===== src/rtl/rtc_write_sequencer_if.sv =====
// Sequencer control/bus bundle: the control FSM side is the master and the
// write sequencer is the slave.
interface rtc_seq_if #(
  parameter int N_REGS = 10,
  parameter int ADDR_W = 4,
  parameter int SEL_W  = 4
);
  logic              start;
  logic [N_REGS-1:0] reg_mask;
  logic              busy;
  logic              fin;
  logic              op;
  logic              wr;
  logic              ad;
  logic [ADDR_W-1:0] addr_out;
  logic [SEL_W-1:0]  sel_prog;
  logic [1:0]        data_sel;
  logic              init_read;

  modport master (
    output start, reg_mask,
    input  busy, fin, op, wr, ad, addr_out, sel_prog, data_sel, init_read
  );

  modport slave (
    input  start, reg_mask,
    output busy, fin, op, wr, ad, addr_out, sel_prog, data_sel, init_read
  );
endinterface


===== src/rtl/rtc_write_sequencer.sv =====
// Self-sequencing RTC bus write: control register preamble, each enabled register, then fin.
// Optional read-start pulse after fin is enabled by defining RTC_SEQ_READ_KICK_EN.
module rtc_write_sequencer #(
  parameter int N_REGS       = 10,
  parameter int ADDR_W       = 4,
  parameter int SEL_W        = 4,
  parameter int BASE_ADDR    = 4,
  parameter int CTRL_ADDR    = 0,
  parameter int PHASE_CYCLES = 2
) (
  input logic clk,
  input logic reset,
  rtc_seq_if.slave bus
);

  localparam int PH_W = (PHASE_CYCLES > 1) ? $clog2(PHASE_CYCLES) : 1;
  localparam logic [PH_W-1:0]  PH_LAST  = PH_W'(PHASE_CYCLES - 1);
  localparam logic [SEL_W-1:0] IDX_LAST = SEL_W'(N_REGS - 1);

  // The scan step is folded into the PRE_D/REG_D exits, so it has no state of its own.
  typedef enum logic [2:0] {IDLE, PRE_A, PRE_D, REG_A, REG_D, FIN} state_t;

  state_t            state;
  logic [N_REGS-1:0] mask;
  logic [PH_W-1:0]   phase_cnt;
  logic [SEL_W-1:0]  index;

  logic [SEL_W:0]    scan_from;
  logic              scan_found;
  logic [SEL_W-1:0]  scan_hit;
  logic              phase_last;

  // Lowest enabled register at or above the scan start; the downward loop leaves the lowest hit.
  always_comb begin
    scan_from  = (state == PRE_D) ? '0 : ({1'b0, index} + (SEL_W+1)'(1));
    scan_found = 1'b0;
    scan_hit   = '0;
    for (int j = N_REGS - 1; j >= 0; j--) begin
      if (mask[j] && (j >= int'(scan_from))) begin
        scan_found = 1'b1;
        scan_hit   = SEL_W'(j);
      end
    end
  end

  assign phase_last = (phase_cnt == PH_LAST);

  // Outputs are decoded from the current state, so they trail the state register by one edge.
  always_ff @(posedge clk or negedge reset) begin
    if (!reset) begin
      state         <= IDLE;
      mask          <= '0;
      phase_cnt     <= '0;
      index         <= '0;
      bus.busy      <= 1'b0;
      bus.fin       <= 1'b0;
      bus.op        <= 1'b0;
      bus.wr        <= 1'b0;
      bus.ad        <= 1'b0;
      bus.addr_out  <= '0;
      bus.sel_prog  <= '0;
      bus.data_sel  <= 2'b10;
      bus.init_read <= 1'b0;
    end else begin
      case (state)
        IDLE: begin
          if (bus.start) begin
            mask      <= bus.reg_mask;
            index     <= '0;
            phase_cnt <= '0;
            state     <= PRE_A;
          end
        end
        PRE_A, REG_A: begin
          if (phase_last) begin
            phase_cnt <= '0;
            state     <= (state == PRE_A) ? PRE_D : REG_D;
          end else begin
            phase_cnt <= phase_cnt + PH_W'(1);
          end
        end
        PRE_D, REG_D: begin
          if (phase_last) begin
            phase_cnt <= '0;
            if (scan_found && !(state == REG_D && index == IDX_LAST)) begin
              index <= scan_hit;
              state <= REG_A;
            end else begin
              state <= FIN;
            end
          end else begin
            phase_cnt <= phase_cnt + PH_W'(1);
          end
        end
        FIN:     state <= IDLE;
        default: state <= IDLE;
      endcase

      bus.busy     <= (state != IDLE);
      bus.fin      <= (state == FIN);
      bus.op       <= 1'b0;
      bus.wr       <= 1'b0;
      bus.ad       <= 1'b0;
      bus.addr_out <= '0;
      bus.sel_prog <= '0;
      bus.data_sel <= 2'b10;
      case (state)
        PRE_A, PRE_D: begin
          bus.op       <= 1'b1;
          bus.wr       <= 1'b1;
          bus.ad       <= (state == PRE_D);
          bus.addr_out <= ADDR_W'(CTRL_ADDR);
          bus.data_sel <= 2'b01;
        end
        REG_A, REG_D: begin
          bus.op       <= 1'b1;
          bus.wr       <= 1'b1;
          bus.ad       <= (state == REG_D);
          bus.addr_out <= ADDR_W'(BASE_ADDR + int'(index));
          bus.sel_prog <= index;
          bus.data_sel <= 2'b11;
        end
        default: ;
      endcase

`ifdef RTC_SEQ_READ_KICK_EN
      bus.init_read <= bus.fin;
`else
      bus.init_read <= 1'b0;
`endif
    end
  end

endmodule

===== src/flat_wrapper.sv =====
// flat-port wrapper written by rule: the top's interface ports become plain ports
module rtc_write_sequencer_flat 
#(
  parameter int N_REGS       = 10,
  parameter int ADDR_W       = 4,
  parameter int SEL_W        = 4,
  parameter int BASE_ADDR    = 4,
  parameter int CTRL_ADDR    = 0,
  parameter int PHASE_CYCLES = 2
)
  (clk, reset, bus_start, bus_reg_mask, bus_busy, bus_fin, bus_op, bus_wr, bus_ad, bus_addr_out, bus_sel_prog, bus_data_sel, bus_init_read);
  rtc_seq_if #(.N_REGS(N_REGS), .ADDR_W(ADDR_W), .SEL_W(SEL_W)) bus_i ();
  input logic clk;
  input logic reset;
  input wire logic [$bits(bus_i.start)-1:0] bus_start;
  input wire logic [$bits(bus_i.reg_mask)-1:0] bus_reg_mask;
  output wire logic [$bits(bus_i.busy)-1:0] bus_busy;
  output wire logic [$bits(bus_i.fin)-1:0] bus_fin;
  output wire logic [$bits(bus_i.op)-1:0] bus_op;
  output wire logic [$bits(bus_i.wr)-1:0] bus_wr;
  output wire logic [$bits(bus_i.ad)-1:0] bus_ad;
  output wire logic [$bits(bus_i.addr_out)-1:0] bus_addr_out;
  output wire logic [$bits(bus_i.sel_prog)-1:0] bus_sel_prog;
  output wire logic [$bits(bus_i.data_sel)-1:0] bus_data_sel;
  output wire logic [$bits(bus_i.init_read)-1:0] bus_init_read;
  assign bus_i.start = bus_start;
  assign bus_i.reg_mask = bus_reg_mask;
  assign bus_busy = bus_i.busy;
  assign bus_fin = bus_i.fin;
  assign bus_op = bus_i.op;
  assign bus_wr = bus_i.wr;
  assign bus_ad = bus_i.ad;
  assign bus_addr_out = bus_i.addr_out;
  assign bus_sel_prog = bus_i.sel_prog;
  assign bus_data_sel = bus_i.data_sel;
  assign bus_init_read = bus_i.init_read;
  rtc_write_sequencer #(.N_REGS(N_REGS), .ADDR_W(ADDR_W), .SEL_W(SEL_W), .BASE_ADDR(BASE_ADDR), .CTRL_ADDR(CTRL_ADDR), .PHASE_CYCLES(PHASE_CYCLES)) u_core (.clk(clk), .reset(reset), .bus(bus_i));
endmodule

===== config.mk =====
export PLATFORM = sky130hd
export DESIGN_NAME = rtc_write_sequencer_flat
export DESIGN_NICKNAME = d
export VERILOG_FILES = /design/src/rtl/rtc_write_sequencer_if.sv /design/src/rtl/rtc_write_sequencer.sv /design/src/flat_wrapper.sv
export SDC_FILE = /design/constraint.sdc
export NUM_CORES = 1
export LEC_CHECK = 0
export ABC_AREA = 1
export BUFFER_PORTS_ARGS = -buffer_cell sky130_fd_sc_hd__buf_2
export CELL_PAD_IN_SITES_DETAIL_PLACEMENT = 0
export CELL_PAD_IN_SITES_GLOBAL_PLACEMENT = 2
export CORE_MARGIN = 2
export CORE_UTILIZATION = 33
export DETAILED_ROUTE_END_ITERATION = 6
export HOLD_SLACK_MARGIN = 0.12
export PLACE_DENSITY_LB_ADDON = 0.05
export SYNTH_ARGS = -nofsm -noshare
export SYNTH_HDL_FRONTEND = slang
export SYNTH_SLANG_ARGS = --single-unit

===== constraint.sdc =====
create_clock -name clk -period 2.4 [get_ports clk]
set_clock_uncertainty 0.2 [all_clocks]
set_input_delay 0.72 -clock clk [delete_from_list [all_inputs] [get_ports clk]]
set_output_delay 0.72 -clock clk [all_outputs]
set_load 0.005 [all_outputs]

==> flow_results.org <==
** Outcome
- Outcome :: finished, final reports clean

** Yosys
- In the synthesized netlist the dominant register cell turns out to be dfrtp_1.
- Net count of the mapped netlist :: 204
- Synthesis inferred 29 register bits.
- Number of cells produced by synthesis :: 187
- In this run the cell area of the synthesized design comes to 1643 sq um.
- Sequential share of the synthesized area :: 44.25%
- The Yosys step of the flow raised 0 warnings.
- The synthesized netlist contains 31 unique library cells.
- In this run the mean area of a mapped cell was 8.785 sq um.
- The synthesized design contains 0 enable-type register cells.
- Share of flip-flops with an asynchronous set or reset :: 100.0%

** Critical path
- The critical path ends at u_core.index[1].
- Type of destination of the critical path :: flip-flop
- R2R Path End :: u_core.index[1]
- STA classifies the critical path startpoint as a flip-flop.
- Data on the critical path is required at its endpoint by 2400 ps.
- Worst Setup SP :: u_core.index[0]
- Worst-path fanout max :: 6
- The critical path is of the reg2reg type.
- The startpoint identified for the worst register-to-register timing path is u_core.index[0].
- Register-to-register setup slack :: 230 ps
- Data arrives at the worst endpoint at 2180 ps.
- For the worst flop-to-flop path, the logic depth is 16.

** Floorplanning
- The die is 74.56 um tall.
- Total core area :: 4755 sq um
- In this run the core area contains 25 standard-cell rows.
- Boundary Pins :: 29
- For this configuration, the core starts out at a cell density of 34.55%.
- Total die area :: 5558 sq um
- Die width :: 74.56 um

** Routing
- Vias post-DR :: 1250
- For this run, design rule violations remaining after detail routing come to 0.
- Avg WL per Cell :: 12.25 um
- Via density per instance :: 4.401
- The pre-antenna-repair detailed-routing pass consisted of 4 iterations.
- The final layout contains routed wiring with a total length of 3480 um.
- Initial DRC count :: 33
- The detail route stage leaves a number of antenna-violating nets equal to 0.

** Cells and area
- Fraction of layout instances using a drive strength above 1 :: 38.25%
- For this run, the share of the core covered by cells in the final layout is 40.45%.
- From synthesis to final layout, the design area changed by 17.06%.
- Commonest non-fill, non-tap cell in the layout :: nand2_1
- Diode count :: 0
- For this run, the post-layout net count is 233.
- The library cells used most frequently in the layout, excluding fill and tap cells, are nand2_1, buf_2, dfrtp_1, inv_1, nor2_1.

** Placement
- Once detailed placement completed, the half-perimeter wirelength came to 2683 um.
- The congestion estimate from routability-driven global placement came to 0.7347.
- Number of port buffers :: 27

** Clock tree
- Clock tree synthesis selected as its root buffer the cell clkbuf_8.
- Buffers inserted during clock tree synthesis total 5.
- CTS Hold Bufs :: 0
- TritonCTS built the clock tree.
- In this run the number of H-tree levels came out at 2.
- The later pin in the worst-skew pair is clocked with a latency of 280 ps.
- CTS Sinks :: 29
- Clock-pin slew was measured on the worst setup and hold paths at 60 ps.
- Maximum clock insertion buffer count :: 2

** Timing
- The clock period could shrink to 2172 ps.
- Worst slew pin tran :: 685.6 ps
- Share of the cycle needed by the critical path after routing :: 90.51%
- Based on the critical path, the design can be clocked at up to 460.3 MHz.
- Summed over all failing endpoints, the final setup total negative slack is 0 ps.
- Setup violations remaining at the end of the flow were counted as 0.
- The total count of max-transition violations in the final report is 0.
- Measured against its own limit, the worst slew margin works out to 54.29%.
- Unrepaired setup endpoints after global routing :: no
- Final count of hold timing violations :: 0

** Run
- Max-cap check violation count :: 0

** Pwr
- In this run the power density over the cells is 1328 nW/um^2.
- In this run the static leakage power is 0.9964 nW.
- VDD sags by at most 460.5 uV.

** Min path
- Min-Delay Path Class :: in2async

** Global route
- Antenna violations before repair :: 0
- Entering global routing, the biggest net connects 30 pins.
- The via count of the first global-routing pass was 1196.
- First-pass GRT wire length :: 5996 um
- The total overflow left after global routing is 0.
- Combined global-route utilization of all metal layers :: 14.66%
==> synthesized netlist by cell type, types with 4 or more instances <==
library cell	number	area, sq um
nand2_1	35	131.4
dfrtp_1	28	700.7
inv_1	21	78.83
nor2_1	15	56.30
nand2_2	12	75.07
mux2_2	9	101.4
nand3_1	9	45.04
inv_2	6	22.52
buf_4	5	37.54
nand4_1	5	31.28
o21ai_1	5	25.02
ha_1	4	50.05
==> cells by family (layout without fill, tap and decap cells) <==
| family | count (synthesis) | count (layout) | synth area share, % |
|---|---|---|---|
| multiplexers | 9 | 9 | 6.169 |
| other | 1 | 1 | 0.2283 |
| adder cells (fa/ha/maj) | 4 | 4 | 3.047 |
| buffers and inverters | 34 | 64 | 8.987 |
| AO/OA/AOI/OAI | 15 | 15 | 5.712 |
| AND/OR/NAND/NOR | 95 | 95 | 31.61 |
| flip-flops | 29 | 29 | 44.25 |
==> cell type report <==
type | count | area (sq um)
clock inverters | 2 | 10.01
inverters | 28 | 105.1
multi-input cells | 124 | 780.7
flip-flops and latches | 29 | 728.2
repair buffers | 28 | 142.6
clock buffers | 6 | 72.57
well taps | 67 | 83.83
fillers | 515 | 2831
==> power breakdown <==
part / internal (mW) / switching, mW / total (mW)
logic: 0.508 / 0.831 / 1.34
clock network: 0.200 / 0.188 / 0.389
registers: 0.692 / 0.134 / 0.826
total: 1.40 / 1.15 / 2.55
==> registers in the layout, indices dropped and copies added (netlist names) <==
register and cells:
u_core.bus.busy 1, u_core.phase_cnt 1, u_core.bus.addr_out 4, u_core.index 4
u_core.state 3, u_core.bus.fin 1, u_core.mask 10, u_core.bus.sel_prog 2
u_core.bus.data_sel 2, u_core.bus.ad 1
==> per-stage QoR <==
| stage | instances | instance area (sq um) | setup WS [ps] | hold slack [ps] | total power, mW |
|---|---|---|---|---|---|
| finish | 284 | 1923 | 227.7 | 275.6 | 2.554 |
| global route | 284 | 1923 | 3.116 | 329.9 | 2.825 |
| CTS | 283 | 1902 | 121.5 | 301.2 | 2.570 |
| detailed placement | 275 | 1819 | 139.7 | 301.7 | 2.175 |
| global placement | 275 | 1819 | 169.7 | 292.3 | 2.157 |
| floorplan | 187 | 1643 | 404.2 | 224.4 | 1.868 |
==> critical path: stages, from the launching register on <==
cell and delay, ps:
dfrtp_2 450, ha_2 210, inv_1 50, nand2_1 50, nand2_2 120, nand2_2 100
nand3_2 110, inv_2 40, nand2_2 80, nand2_2 70, nor2_2 90, nand2_2 70
o21ai_4 150, nand2_2 80, nand2_4 90, nand2_1 50, o21ai_1 80
==> routing by layer <==
layer  track usage (%)  part of all wire (%)  wire length (um)
met5                 0                     0                 0
met4             7.143                   2.1                72
met3             2.846                   4.0               138
met2             21.53                    46              1592
met1             20.60                    48              1677
==> worst min-delay path by stage <==
stage                     depth (start not counted)  slack [ps]                      to
after global routing                              1         330          u_core.mask[8]
after CTS                                         1         300  u_core.bus.sel_prog[3]
after detailed placement                          1         300          u_core.mask[0]
final                                             1         280  u_core.bus.sel_prog[3]
after floorplan                                   0         220           u_core.bus.ad
after global placement                            1         290          u_core.mask[1]
==> repair_timing <==
action,CTS,global route
buffers inserted,0,1
setup endpoints to repair,0,5
resized for setup,0,5
No activity file was read; power rests on OpenSTA's default activity.
